## config.mk

```make
export PLATFORM = sky130hd
export DESIGN_NAME = lsu_mem
export DESIGN_NICKNAME = d
export VERILOG_FILES = /design/src/rtl/lsu_pkg.sv /design/src/rtl/lsu_align.sv /design/src/rtl/lsu_mem.sv
export SDC_FILE = /design/constraint.sdc
export NUM_CORES = 1
export LEC_CHECK = 0
export BUFFER_PORTS_ARGS = -buffer_cell sky130_fd_sc_hd__buf_4
export CORE_MARGIN = 5
export CORE_UTILIZATION = 53
export CTS_CLUSTER_SIZE = 14
export DETAILED_ROUTE_END_ITERATION = 10
export HOLD_SLACK_MARGIN = 0.03
export PLACE_DENSITY_LB_ADDON = 0.05
export SLEW_MARGIN = 20
export SYNTH_ARGS = -nofsm -noshare
export SYNTH_HDL_FRONTEND = slang
export SYNTH_SLANG_ARGS = --single-unit
export TNS_END_PERCENT = 5
```

## constraint.sdc

```tcl
create_clock -name clk -period 2.96 [get_ports clk]
set_input_delay 0.888 -clock clk [delete_from_list [all_inputs] [get_ports clk]]
set_output_delay 0.888 -clock clk [all_outputs]
set_load 0.05 [all_outputs]
```

## src/rtl/lsu_pkg.sv

```systemverilog
// Shared encodings for the load/store unit: funct3 access codes, fault causes,
// access sizes and FSM states.
package lsu_pkg;

   localparam logic [2:0] F3_LB  = 3'b000;
   localparam logic [2:0] F3_LH  = 3'b001;
   localparam logic [2:0] F3_LW  = 3'b010;
   localparam logic [2:0] F3_LD  = 3'b011;
   localparam logic [2:0] F3_LBU = 3'b100;
   localparam logic [2:0] F3_LHU = 3'b101;
   localparam logic [2:0] F3_LWU = 3'b110;

   localparam logic [1:0] CAUSE_MISALIGN = 2'b01;
   localparam logic [1:0] CAUSE_TIMEOUT  = 2'b10;

   typedef enum logic [1:0] {
      SZ_B = 2'b00,
      SZ_H = 2'b01,
      SZ_W = 2'b10,
      SZ_D = 2'b11
   } size_e;

   typedef enum logic {
      S_IDLE = 1'b0,
      S_WAIT = 1'b1
   } state_e;

endpackage

```

## src/rtl/lsu_align.sv

```systemverilog
// Combinational access decode: misalign/unsupported check, byte enables and
// store lane shift on the request side; lane extract and extension on the load side.
module lsu_align
   import lsu_pkg::*;
#(
   parameter  int XLEN  = 32,
   localparam int NB    = XLEN / 8,
   localparam int OFF_W = $clog2(NB)
) (
   input  logic [2:0]       funct3,
   input  logic [OFF_W-1:0] off,
   input  logic [XLEN-1:0]  store_data,
   output logic             bad,
   output logic [NB-1:0]    be,
   output logic [XLEN-1:0]  wdata,
   input  logic [1:0]       ld_size,
   input  logic             ld_uns,
   input  logic [OFF_W-1:0] ld_off,
   input  logic [XLEN-1:0]  rdata,
   output logic [XLEN-1:0]  ld_data
);

   logic            unsup;
   logic            mis;
   logic [NB-1:0]   size_mask;
   logic [XLEN-1:0] shifted;
   logic [XLEN-1:0] keep;
   logic [6:0]      nbits;
   logic            sign;

   always_comb begin
      // 111 never exists; doubleword and LWU only exist on a 64-bit datapath
      unsup = (funct3 == 3'b111) ||
              ((XLEN == 32) && ((funct3 == F3_LD) || (funct3 == F3_LWU)));
      mis       = 1'b0;
      size_mask = '1;
      case (size_e'(funct3[1:0]))
         SZ_B: begin mis = 1'b0;        size_mask = NB'(1);  end
         SZ_H: begin mis = off[0];      size_mask = NB'(3);  end
         SZ_W: begin mis = |off[1:0];   size_mask = NB'(15); end
         default: begin mis = |off;     size_mask = '1;      end
      endcase
      bad   = unsup | mis;
      be    = size_mask << off;
      wdata = store_data << {off, 3'b000};
   end

   always_comb begin
      shifted = rdata >> {ld_off, 3'b000};
      nbits   = 7'd8 << ld_size;
      keep    = ~({XLEN{1'b1}} << nbits);
      case (size_e'(ld_size))
         SZ_B:    sign = shifted[7];
         SZ_H:    sign = shifted[15];
         SZ_W:    sign = shifted[31];
         default: sign = shifted[XLEN-1];
      endcase
      ld_data = (shifted & keep) | ((sign & ~ld_uns) ? ~keep : '0);
   end

endmodule

```

## src/rtl/lsu_mem.sv

```systemverilog
// Memory-stage load/store unit: two-state request FSM with registered memory
// interface, load writeback, misalign rejection and memory time-out.
module lsu_mem
   import lsu_pkg::*;
#(
   parameter int XLEN    = 32,
   parameter int ADDR_W  = 32,
   parameter int TIMEOUT = 255
) (
   input  logic                clk,
   input  logic                rst_n,
   input  logic                load,
   input  logic                store,
   input  logic [2:0]          funct3,
   input  logic [ADDR_W-1:0]   addr,
   input  logic [XLEN-1:0]     store_data,
   input  logic [4:0]          rd_in,
   output logic                busy,
   output logic                mem_req,
   output logic                mem_wen,
   output logic [ADDR_W-1:0]   mem_addr,
   output logic [XLEN/8-1:0]   mem_be,
   output logic [XLEN-1:0]     mem_wdata,
   input  logic [XLEN-1:0]     mem_rdata,
   input  logic                mem_ready,
   output logic [4:0]          rd,
   output logic [XLEN-1:0]     rd_data,
   output logic                rd_we,
   output logic                fault,
   output logic [1:0]          fault_cause
);

   localparam int NB    = XLEN / 8;
   localparam int OFF_W = $clog2(NB);
   localparam int CNT_W = (TIMEOUT > 0) ? $clog2(TIMEOUT + 1) : 1;
   localparam logic [CNT_W-1:0] CNT_LAST = CNT_W'((TIMEOUT > 0) ? TIMEOUT - 1 : 0);

   state_e           state;
   logic [CNT_W-1:0] cnt;
   logic [1:0]       size_q;
   logic             uns_q;
   logic [OFF_W-1:0] off_q;

   logic             bad;
   logic [NB-1:0]    be;
   logic [XLEN-1:0]  wdata;
   logic [XLEN-1:0]  ld_data;
   logic             timed_out;

   lsu_align #(.XLEN(XLEN)) u_align (
      .funct3     (funct3),
      .off        (addr[OFF_W-1:0]),
      .store_data (store_data),
      .bad        (bad),
      .be         (be),
      .wdata      (wdata),
      .ld_size    (size_q),
      .ld_uns     (uns_q),
      .ld_off     (off_q),
      .rdata      (mem_rdata),
      .ld_data    (ld_data)
   );

   // cnt counts finished WAIT cycles, so the TIMEOUT-th idle cycle sees CNT_LAST
   assign timed_out = (TIMEOUT != 0) && (cnt == CNT_LAST);

   always_ff @(posedge clk or negedge rst_n) begin
      if (!rst_n) begin
         state       <= S_IDLE;
         cnt         <= '0;
         size_q      <= '0;
         uns_q       <= 1'b0;
         off_q       <= '0;
         busy        <= 1'b0;
         mem_req     <= 1'b0;
         mem_wen     <= 1'b0;
         mem_addr    <= '0;
         mem_be      <= '0;
         mem_wdata   <= '0;
         rd          <= '0;
         rd_data     <= '0;
         rd_we       <= 1'b0;
         fault       <= 1'b0;
         fault_cause <= '0;
      end else begin
         rd_we <= 1'b0;
         fault <= 1'b0;
         case (state)
            S_IDLE: begin
               if (store || load) begin
                  if (bad) begin
                     fault       <= 1'b1;
                     fault_cause <= CAUSE_MISALIGN;
                  end else begin
                     mem_req   <= 1'b1;
                     busy      <= 1'b1;
                     mem_wen   <= store;
                     mem_addr  <= {addr[ADDR_W-1:OFF_W], {OFF_W{1'b0}}};
                     mem_be    <= be;
                     mem_wdata <= wdata;
                     rd        <= rd_in;
                     size_q    <= funct3[1:0];
                     uns_q     <= funct3[2];
                     off_q     <= addr[OFF_W-1:0];
                     cnt       <= '0;
                     state     <= S_WAIT;
                  end
               end
            end
            S_WAIT: begin
               if (mem_ready) begin
                  mem_req <= 1'b0;
                  busy    <= 1'b0;
                  state   <= S_IDLE;
                  if (!mem_wen) begin
                     rd_data <= ld_data;
                     rd_we   <= (rd != 5'd0);
                  end
               end else if (timed_out) begin
                  mem_req     <= 1'b0;
                  busy        <= 1'b0;
                  fault       <= 1'b1;
                  fault_cause <= CAUSE_TIMEOUT;
                  state       <= S_IDLE;
               end else begin
                  cnt <= cnt + 1'b1;
               end
            end
            default: state <= S_IDLE;
         endcase
      end
   end

endmodule
```

==> results.cfg <==
[clock_network]
clockBufferDepth = 2
worstSkewPairLatency_ns = 0.51
cts_setup_buffers = 0
ctsResizeCount = 0
cts_tree = yes
htreeDepth = 4
root_buffer = clkbuf_8
cts.sinks = 123
postCtsHoldBufs = 0
path_clk_slew_ns = 0.06
numCtsBuffers = 17

[critical_path]
reg2reg_from = off_q[1]
crit_start = addr[0]
end_kind = flip-flop
crit_type = primary input to flip-flop
start_kind = primary input
worstPathMaxFanout = 37
crit_required_ns = 3.38
cp.arrival_ns = 2.43

[routing]
first_pass_iters = 5
vias = 5176
drtIter0Drc = 367
ant_nets = 0
routed_wl_um = 16800
routed_via_density = 5.32
drc = 0
wl_per_cell_um = 17.3

[power]
p_leak_uw = 0.00406
ir_drop_mv = 0.715
powerDensity_nw_per_um2 = 1020

[floorplan]
rows = 38
fp.dieH_um = 114
die-area_sq_um = 13000
core_sq_um = 10700
num_io_pins = 221
die_w_um = 114
start_util_pct = 53.5

[logic_synthesis]
ys_seq_elements = 123
syn_inst = 611
yosysWarnings = 0
seq_area_frac_synth_pct = 53.7
synth_cell_types = 41
netlist_area_sq_um = 5730
syn_avg_cell_area_sq_um = 9.37

[global_route]
grt_start_max_net_pins = 85
grt_pass1_vias = 5366
antenna_found_initial = 0
grt-ovfl-total = 0
grt.total_usage_pct = 25.9
grt_pass1_wl_um = 26600

[sta]
period_minus_slack_ns = 2.01
tightestPinTransition_ns = 0.709
rsz0062_at_grt = no
setup_tns_ns = 0
max_slew_margin_pct = 52.7
timing.final.hold_violations = 0
worst_slack_ns = 0.950
drv_slew = 0
period_share_pct = 67.9
setup_violations = 0
fin_skew_ns = 0.00778
hold_ws_ns = 0.392
fmax_mhz = 498

[status]
outcome = completed

[layout]
nNetsFinal = 931
diodes = 0
areaGrowthSynthToFinish_pct = 41.2
fillers = 804
drive_above_1_share_pct = 35.5

[placement]
pre_cts_ws_ns = 0.468
dp_hpwl_um = 12500
place_congestion = 0.878
port_buffers = 218

[worst_hold_path]
hp-class = primary input to async pin

[job]
cap_violations = 0
## layer usage
metal,global-route usage [%],share of wire (%),vias to the layer above
li1,-,-,2480
met1,31.3,39,2450
met2,43.2,50,214
met3,8.59,8.5,32
met4,9.50,2.4,0
met5,0,0,-
## cell families after synthesis
group | count (synthesis) | share of synthesized area [%]
multiplexers | 51 | 9.31
XOR/XNOR | 1 | 0.153
AO/OA/AOI/OAI | 116 | 13.2
flip-flops | 123 | 53.7
adder cells (fa/ha/maj) | 2 | 0.437
other | 1 | 0.0655
buffers and inverters | 44 | 3.56
AND/OR/NAND/NOR | 273 | 19.6
## power by group
group | total [uW] | internal [uW] | switching (uW)
Combinational | 3660 | 1150 | 2520
Sequential | 2550 | 2180 | 366
Clock | 2070 | 1300 | 775
Total | 8280 | 4620 | 3660
## flip-flops by register name (all words and copies together) (netlist names)
| name | count |
|---|---|
| cnt | 8 |
| rd_data | 32 |
| size_q | 2 |
| mem_be | 4 |
| fault_cause | 2 |
| mem_req | 1 |
| uns_q | 1 |
| mem_wdata | 32 |
| rd | 5 |
| fault | 1 |
| state | 1 |
| mem_addr | 30 |
| mem_wen | 1 |
| off_q | 2 |
| rd_we | 1 |
## area by class of cell
class                      count  area [sq um]  area share (%)
tap                          140           175            2.17
clock buffer                  21           469            5.80
multi-input combinational    445          2460            30.4
inverter                       3          11.3           0.139
timing repair buffer         230          1760            21.8
clock inverter                11           131            1.62
sequential                   123          3080            38.1
## through the flow
stage | total power, uW | cell area [sq um] | util, % | instances
after global routing | 8650 | 8090 | 75.6 | 973
final | 8280 | 8090 | 75.6 | 973
after detailed placement | 6240 | 7490 | 70.0 | 941
after CTS | 8330 | 8090 | 75.6 | 973
after floorplan | 4980 | 5730 | - | 612
after global placement | 6160 | 7490 | 70.0 | 941
## critical path, stage by stage
cell     delay (ns)
buf_4          0.10
buf_4          0.37
nor2b_1        0.64
a21oi_1        0.20
o21ai_0        0.21
## cell usage after synthesis
| cell | instances | share of area (%) |
|---|---|---|
| nand2_1 | 205 | 13 |
| buf_6 | 1 | 0.20 |
| a21oi_2 | 1 | 0.15 |
| o221a_2 | 8 | 1.6 |
| or4_1 | 2 | 0.26 |
| mux2_2 | 18 | 3.5 |
| or2_2 | 2 | 0.22 |
| o21ai_1 | 2 | 0.17 |
| o21a_1 | 3 | 0.39 |
| o211ai_1 | 9 | 1.2 |
| a211oi_1 | 8 | 1.0 |
| nand4_1 | 2 | 0.22 |
| nand3_1 | 8 | 0.70 |
| conb_1 | 1 | 0.065 |
| a22oi_1 | 1 | 0.13 |
| inv_1 | 3 | 0.20 |
| buf_2 | 16 | 1.4 |
| o21ai_0 | 31 | 2.7 |
| nand3b_1 | 1 | 0.13 |
| and3_1 | 1 | 0.11 |
| mux2i_1 | 33 | 5.8 |
| nor2b_1 | 11 | 1.2 |
| or3_1 | 3 | 0.33 |
| ha_1 | 2 | 0.44 |
| nor2_1 | 32 | 2.1 |
| nand2b_1 | 1 | 0.11 |
| o21ai_2 | 1 | 0.15 |
| and2b_1 | 1 | 0.13 |
| o22a_1 | 8 | 1.2 |
| o31ai_1 | 12 | 1.6 |
| buf_1 | 2 | 0.13 |
| o21ba_2 | 1 | 0.17 |
| and3b_1 | 1 | 0.15 |
| buf_4 | 3 | 0.39 |
| xor2_1 | 1 | 0.15 |
| clkbuf_1 | 19 | 1.2 |
| nor3_1 | 1 | 0.087 |
| nor4_2 | 1 | 0.22 |
| or3b_2 | 1 | 0.15 |
| a21oi_1 | 31 | 2.7 |
| dfrtp_1 | 123 | 54 |
## path summary, 6_finish.rpt
| check | to | slack (ns) | cells past startpoint |
|---|---|---|---|
| worst min register to register | mem_addr[31] | 0.48 | 2 |
| min in group clk | mem_addr[31] | 0.48 | 2 |
| worst max-delay path | mem_wdata[17] | 0.95 | 5 |
| worst max register to register | rd_data[23] | 0.97 | 4 |
| max in group asynchronous | mem_wdata[27] | 1.91 | 2 |
| worst min-delay path | cnt[6] | 0.39 | 1 |
## cells in the final DEF, fill, tap and decap left out, types with 2 or more instances in the layout
cell | Yosys | layout
clkinvlp_4 | 0 | 3
or3_1 | 3 | 3
nor2_1 | 32 | 32
inv_6 | 0 | 4
buf_12 | 0 | 3
a21oi_1 | 31 | 31
clkbuf_16 | 0 | 16
bufinv_16 | 0 | 2
o21ai_1 | 2 | 2
or4_1 | 2 | 2
or2_2 | 2 | 2
buf_4 | 3 | 227
nor2b_1 | 11 | 11
dfrtp_1 | 123 | 123
inv_1 | 3 | 3
nand2_1 | 205 | 205
o21a_1 | 3 | 2
nand3_1 | 8 | 8
nand4_1 | 2 | 2
o31ai_1 | 12 | 12
o21ai_0 | 31 | 31
a211oi_1 | 8 | 8
o221a_2 | 8 | 8
conb_1 | 1 | 2
mux2i_1 | 33 | 33
ha_1 | 2 | 2
clkbuf_8 | 0 | 5
o22a_1 | 8 | 8
o211ai_1 | 9 | 9
mux2_2 | 18 | 18
Note: power is estimated with default switching activity, not from simulation.
